===== config.mk =====
export PLATFORM = sky130hd
export DESIGN_NAME = cm_xfer_seq
export DESIGN_NICKNAME = d
export VERILOG_FILES = /design/src/rtl/cm_xfer_seq.sv
export SDC_FILE = /design/constraint.sdc
export NUM_CORES = 1
export LEC_CHECK = 0
export BUFFER_PORTS_ARGS = -buffer_cell sky130_fd_sc_hd__buf_2
export CAP_MARGIN = 20
export CORE_AREA = 3 3 88 90
export CTS_BUF_LIST = sky130_fd_sc_hd__clkbuf_2 sky130_fd_sc_hd__clkbuf_4 sky130_fd_sc_hd__clkbuf_8
export DETAILED_ROUTE_END_ITERATION = 6
export DIE_AREA = 0 0 91 93
export GPL_ROUTABILITY_DRIVEN = 0
export PLACE_DENSITY = 0.73
export SYNTH_ARGS = -nofsm -noshare
export SYNTH_HDL_FRONTEND = slang
export SYNTH_SLANG_ARGS = --single-unit

===== constraint.sdc =====
create_clock -name clk -period 2.2 [get_ports clk]
set_input_delay 0.11 -clock clk [delete_from_list [all_inputs] [get_ports clk]]
set_output_delay 0.11 -clock clk [all_outputs]
set_load 0.005 [all_outputs]

===== src/rtl/cm_xfer_seq.sv =====
// CM bus master transfer sequencer: waits for a start token, then sends payload
// words one at a time, each needing an ACK, with NACK/timeout resends.
module cm_xfer_seq #(
  parameter int unsigned    DW          = 8,
  parameter logic [DW-1:0]  START_TOK   = DW'(8'hCC),
  parameter logic [DW-1:0]  ACK_TOK     = DW'(8'hA5),
  parameter logic [DW-1:0]  ALT_ACK_TOK = DW'(8'h5A),
  parameter logic [DW-1:0]  NACK_TOK    = DW'(8'hEE),
  parameter int unsigned    TIMEOUT     = 1000,
  parameter int unsigned    TO_W        = 16,
  parameter int unsigned    MAX_RETRY   = 3,
  parameter logic [DW-1:0]  LFSR_TAPS   = DW'(8'hB8)
) (
  input  logic          clk,
  input  logic          rst,
  input  logic          en,
  input  logic          mode,
  input  logic [DW-1:0] data_in,
  output logic [DW-1:0] data_out,
  output logic          drive_en,
  output logic [2:0]    state_o,
  output logic [15:0]   xfer_cnt,
  output logic [7:0]    err_cnt,
  output logic          fail
);

  localparam int unsigned CNT_W = 16;
  localparam int unsigned ERR_W = 8;
  localparam int unsigned RTY_W = 8;

  typedef enum logic [2:0] {
    ST_IDLE = 3'd0,
    ST_SEND = 3'd1,
    ST_WAIT = 3'd2,
    ST_FAIL = 3'd3
  } state_t;

  state_t             state, state_nxt;
  logic [TO_W-1:0]    timer, timer_nxt;
  logic [RTY_W-1:0]   retry, retry_nxt;
  logic               mode_q, mode_nxt;
  logic [DW-1:0]      data_nxt;
  logic [CNT_W-1:0]   xfer_nxt;
  logic [ERR_W-1:0]   err_nxt;
  logic               fail_nxt;
  logic               listen, is_ack, is_nack, timed_out;

  // Increment or Galois right-shift LFSR step
  function automatic logic [DW-1:0] next_word(input logic [DW-1:0] w, input logic lfsr);
    if (lfsr) return (w >> 1) ^ (w[0] ? LFSR_TAPS : '0);
    return w + DW'(1);
  endfunction

  // First WAIT cycle is bus turnaround: our own echo must not be decoded
  assign listen    = (timer != '0);
  assign is_ack    = listen && ((data_in == ACK_TOK) || (data_in == ALT_ACK_TOK));
  assign is_nack   = listen && (data_in == NACK_TOK);
  assign timed_out = (timer == TO_W'(TIMEOUT - 1));
  assign state_o   = state;

  always_comb begin
    state_nxt = state;
    timer_nxt = timer;
    retry_nxt = retry;
    mode_nxt  = mode_q;
    data_nxt  = data_out;
    xfer_nxt  = xfer_cnt;
    err_nxt   = err_cnt;
    fail_nxt  = fail;
    if (!en) begin
      state_nxt = ST_IDLE;
    end else begin
      case (state)
        ST_IDLE: begin
          if (data_in == START_TOK) begin
            state_nxt = ST_SEND;
            mode_nxt  = mode;
            // A fresh session starts with its full resend allowance
            retry_nxt = '0;
            if (mode && (data_out == '0)) data_nxt = DW'(1);
          end
        end
        ST_SEND: begin
          state_nxt = ST_WAIT;
          timer_nxt = '0;
        end
        ST_WAIT: begin
          timer_nxt = timer + TO_W'(1);
          if (is_ack) begin
            data_nxt  = next_word(data_out, mode_q);
            xfer_nxt  = xfer_cnt + CNT_W'(1);
            retry_nxt = '0;
            state_nxt = ST_SEND;
          end else if (is_nack || timed_out) begin
            if (err_cnt != '1) err_nxt = err_cnt + ERR_W'(1);
            if (retry < RTY_W'(MAX_RETRY)) begin
              retry_nxt = retry + RTY_W'(1);
              state_nxt = ST_SEND;
            end else begin
              state_nxt = ST_FAIL;
              fail_nxt  = 1'b1;
            end
          end
        end
        ST_FAIL: ;
        default: state_nxt = ST_IDLE;
      endcase
    end
  end

  always_ff @(posedge clk or posedge rst) begin
    if (rst) begin
      state    <= ST_IDLE;
      timer    <= '0;
      retry    <= '0;
      mode_q   <= 1'b0;
      data_out <= '0;
      xfer_cnt <= '0;
      err_cnt  <= '0;
      fail     <= 1'b0;
      drive_en <= 1'b0;
    end else begin
      state    <= state_nxt;
      timer    <= timer_nxt;
      retry    <= retry_nxt;
      mode_q   <= mode_nxt;
      data_out <= data_nxt;
      xfer_cnt <= xfer_nxt;
      err_cnt  <= err_nxt;
      fail     <= fail_nxt;
      drive_en <= (state_nxt == ST_SEND);
    end
  end

endmodule


* Yosys cells after proc, flatten, opt, wreduce, memory -nomap -nowiden
Index checks and enable logic that the tools add are counted.
Operators by class: reductions and logical operators 17, bitwise logic cells 3, eq/ne operators 15, magnitude comparators 1, add/subtract/negate cells 5, multiplexer cells 23
Operators by type and width (number):
- $mux 8 | 10
- $add 16x1->16 const B | 2
- $pmux 16 s2 | 1
- $pmux 8 s2 | 2
- $add 8x1->8 const B | 3
- $eq 8x8->1 const B | 3
- $reduce_and 5->1 | 4
- $eq 16x10->1 const B | 1
- $reduce_bool 16->1 | 1
- $mux 3 | 4
- $pmux 3 s4 | 1
- $eq 8x7->1 const B | 1
- $logic_not 8->1 | 1
- $lt 8x2->1 const B | 1
- $ne 8x8->1 const B | 1
- $xor 7x8->8 | 1
- $eq 3x1->1 const B | 2
- $eq 3x2->1 const B | 2
- $ne 2x2->1 const B | 3
- $ne 3x3->1 const B | 2
- $reduce_and 3->1 | 2
- $mux 1 | 4
- $reduce_bool 2->1 | 2
- $logic_and 1x1->1 | 3
- 5 further kinds | 7
Storage, ports and cells: input bits 12, flip-flop bits (word level) 62, logic and storage cells 73, output and inout port bits 37

* Depth between registers and ports, before layout
depth after elaboration 9, mapped depth 9

* Least setup slack after synthesis
OpenSTA, ideal clock, no wires.
kind register to register, from register timer[0], to register xfer_cnt[15], library setup time 0.123 ns, cell stages (with the launch flop) 9, arrival time 1.821 ns, data required time 2.077 ns, setup slack 0.257 ns, clock period less this slack 1.943 ns, path through dfrtp_1 > inv_1 > ha_1 > nor4b_1 > and4_1 > a21o_2 > nor4_4 > nand4_1 > xnor2_1
Between the ends: longest elaborated chain between the ends 3
RTL lines:
- from (decl) | line 39 | logic [TO_W-1:0] timer, timer_nxt;
- from (signal assigned) | line 124 | timer <= timer_nxt;
- $reduce_bool 16->1 | line 55 | assign listen = (timer != '0);
- $logic_and 1x1->1 | line 56 | assign is_ack = listen && ((data_in == ACK_TOK) || (data_in == ALT_ACK_TOK));
- $reduce_and 3->1 (no line)
- to (signal assigned) | line 128 | xfer_cnt <= xfer_nxt;
- to (decl) | line 22 | output logic [15:0] xfer_cnt,
Every way passes these cells. A chain may end at the register's enable or synchronous reset.

* Worst setup path in the final report
from register timer[0], to register err_cnt[1]
Between the ends: longest elaborated chain between the ends 4, elaborated cells on any way between the ends 7
RTL lines:
- $reduce_bool 16->1 | line 55
- $logic_and 1x1->1 (on tied branches) | line 57, 56
- $logic_or 1x1->1 or $not 1->1 (tied branches)
- $reduce_and 5->1 (no line) (*)
- to (signal assigned) | line 129 | err_cnt <= err_nxt;
- to (decl) | line 23 | output logic [7:0] err_cnt,
Mark *: on every way between the ends. The rest lies on a longest branch, timed or not.

==> impl_metrics.py <==
metrics = {
    "layout": {
        "layout.cells.non_filler": 476,
        "syn_to_final_growth_pct": 21.3,
        "diodes": 0,
        "drive_above_1_share_pct": 23.9,
        "post-route-cell-area_um2": 3790,
        "nNetsFinal": 391,
    },
    "clock_network": {
        "cts_max_level": 3,
        "clock-root-buffer": "clkbuf_8",
        "clock_latency_ps": 350,
        "clkTransAtPathRegs_ps": 60,
        "cts_tree": "yes",
        "cts_buffers": 9,
        "cts.path.max_buffers": 2,
        "clkSinkCount": 62,
    },
    "synthesis": {
        "synth_nets": 329,
        "synth_edf_count": 0,
        "synth.most_common_cell": "dfrtp_1",
        "netlist_area_um2": 3130,
        "synthArstFlopShare_pct": 100,
        "yosys_warnings": 0,
        "synthCells": 310,
        "ys_seq_area_share_pct": 49.6,
        "synth_ff_type": "dfrtp_1",
        "synth_common_cells": "62 x dfrtp_1, 30 x nand2_1, 27 x nor2_1, 18 x xor2_1",
        "synth_top_cell_area_share_pct": 49.6,
        "ys_ff_latch": 62,
        "yosys-top-cells-area": "dfrtp_1 50%, xor2_1 5.0%, xnor2_1 4.8%",
        "synth_cell_types": 44,
        "synth_area_leader_cell": "dfrtp_1",
        "syn-mean-instance-area_um2": 10.1,
    },
    "worst_hold_path": {
        "worstHoldPathType": "in2reg",
        "min_delay_path_depth": 2,
    },
    "outcome": {
        "status": "complete, no violations",
    },
    "worst_setup_path": {
        "worstReg2RegStart": "timer[0]",
        "crit_type": "reg2reg",
        "crit_start": "timer[0]",
        "critPathTopFamily": "simple AND/OR/NAND/NOR gates",
        "slowest_stage": "dfrtp_1",
        "cp-end-kind": "flop",
        "worstPathArrival_ps": 2290,
        "cp_max_fo": 7,
        "cp.required_ps": 2430,
        "crit_end": "err_cnt[1]",
        "r2r_cells": 8,
        "r2r_end": "err_cnt[1]",
        "critPathBufInv": 1,
        "cp_slowest_stage_delay_ps": 350,
        "regToRegSetupSlack_ps": 140,
        "path_depth": 8,
        "startpoint_type": "flop",
        "path_cells": "inv_1 > ha_1 > nor4b_2 > and4_2 > o21a_1 > nor3_4 > nand2_1 > mux2_2",
    },
    "floorplan": {
        "die_area_um2": 8460,
        "core_um2": 7140,
        "io_pins": 49,
        "dieWidth_um": 91,
        "initial_core_util_pct": 43.8,
        "die_y_um": 93,
        "rows": 31,
    },
    "place": {
        "portBuffers": 48,
        "place_area_um2": 3530,
        "dp_cells": 456,
        "dp_hpwl_mm": 4.72,
    },
    "drt": {
        "wl_per_cell_um": 13.7,
        "ant_nets": 0,
        "num_vias": 2502,
        "drt_iter0_markers": 154,
        "via_per_inst": 5.26,
        "wl_mm": 6.51,
        "drt_drc_violations_left": 0,
        "dr.pass1.iters": 4,
    },
    "pwr": {
        "p_leak_uw": 0.00187,
        "seq_power_share_pct": 51.4,
        "power_frac_comb_pct": 3.1,
        "p_clk_share_pct": 45.6,
        "switching_power_uw": 479,
        "p_int_uw": 1760,
        "ir_drop_mv": 0.260,
        "swShare_pct": 21.4,
        "power_density_nw_per_um2": 592,
    },
    "global_routing": {
        "grt_use_total_pct": 16.0,
        "grt_pass1_vias": 2279,
        "antenna_found_initial": 0,
        "grt_pass1_wl_mm": 10.8,
        "grt_max_degree": 36,
        "globalRoute.totalOverflow": 0,
    },
    "timing": {
        "post-route-min-period_ps": 2060,
        "final-setup-viol-count": 0,
        "fmax_ghz": 0.486,
        "skew_ps": 6.77,
        "finalSetupTns_ps": 0,
        "maxSlewViolCount": 0,
        "tightestPinTransition_ps": 596,
        "hold_violations": 0,
        "maxSlewHeadroom_pct": 60.2,
        "finalCritPeriodShare_pct": 93.6,
    },
    "job": {
        "cap_violations": 0,
    },
}
==> logic make-up (layout without fill, tap and decap cells) <==
logic type / count (synthesis) / in the layout / synth area share [%]
buffers and inverters: 14 / 81 / 1.80
DFF: 62 / 62 / 49.6
adders and majority gates: 7 / 7 / 2.80
muxes: 6 / 6 / 2.12
other: 1 / 1 / 0.120
and+or+nand+nor: 143 / 143 / 25.5
AOI/OAI and AO/OA: 42 / 42 / 8.21
xor gates and xnor gates: 35 / 35 / 9.81
==> per-stage QoR <==
step / hold WS [ps] / total power [uW] / utilization (%) / worst slack (ps)
final: 19.3 / 2240 / 53.1 / 141
after global routing: 18.2 / 2330 / 53.1 / -3.88
after CTS: 4.40 / 2270 / 52.5 / 7.03
after detailed placement: 214 / 1240 / 49.5 / 54.1
after global placement: 204 / 1240 / 49.5 / 152
after floorplan: 260 / 1210 / - / 257
==> layout by cell type, fill, tap and decap left out, types with 5 or more instances in the layout <==
| master | Yosys | final |
|---|---|---|
| ha_1 | 7 | 7 |
| and3_1 | 14 | 14 |
| o21ai_0 | 12 | 12 |
| xor2_1 | 18 | 18 |
| or3_1 | 5 | 5 |
| nor2_1 | 27 | 27 |
| buf_4 | 0 | 6 |
| clkbuf_8 | 0 | 11 |
| nand4_1 | 12 | 12 |
| inv_1 | 8 | 7 |
| mux2_2 | 5 | 5 |
| dfrtp_1 | 62 | 62 |
| nand3_1 | 17 | 17 |
| and2_1 | 8 | 8 |
| xnor2_1 | 17 | 17 |
| buf_2 | 2 | 48 |
| a21oi_1 | 12 | 12 |
| nand2_1 | 30 | 29 |
==> metal layers <==
layer / wire, um / GRT usage, %
met5: 0 / 0
met4: 183 / 7.79
met3: 230 / 4.99
met2: 3010 / 24.6
met1: 3080 / 20.6
==> power groups by stage <==
stage               registers, uW  logic, uW  clock network (uW)
finish                       1150       68.8                1020
global route                 1150       80.1                1090
CTS                          1150       70.4                1050
detailed placement           1170       69.0                   0
global placement             1170       66.3                   0
floorplan                    1170       37.4                   0
==> what timing repair did <==
item / in CTS / in global routing
setup buffers: 0 / 3
endpoints found under the setup margin: 0 / 15
gates resized for setup: 0 / 5
hold buffers: 1 / 0
hold endpoints to repair: 27 / 0
==> how the worst min path moves through the flow <==
stage | startpoint | slack, ps | endpoint
2_1_floorplan | mode | 260 | mode_q
3_3_place_gp | rst | 200 | err_cnt[6]
3_5_place_dp | rst | 210 | err_cnt[6]
4_1_cts | mode | 4 | mode_q
5_1_grt | mode | 20 | mode_q
6_report | mode | 20 | mode_q
==> flip-flops by register name, indices dropped and copies added, names as in the netlist <==
register  cells
timer        16
mode_q        1
drive_en      1
xfer_cnt     16
fail          1
data_out      8
state_o       3
err_cnt       8
retry         8
==> area by class of cell <==
cell class,instances,area [um^2]
clock inverters,4,45.0
clock buffers,12,159
flip-flops and latches,62,1550
fillers,672,3350
multi-input cells,234,1550
repair buffers,57,335
inverters,8,30.0
well taps,99,124
Power figures use the tool's default switching activity.
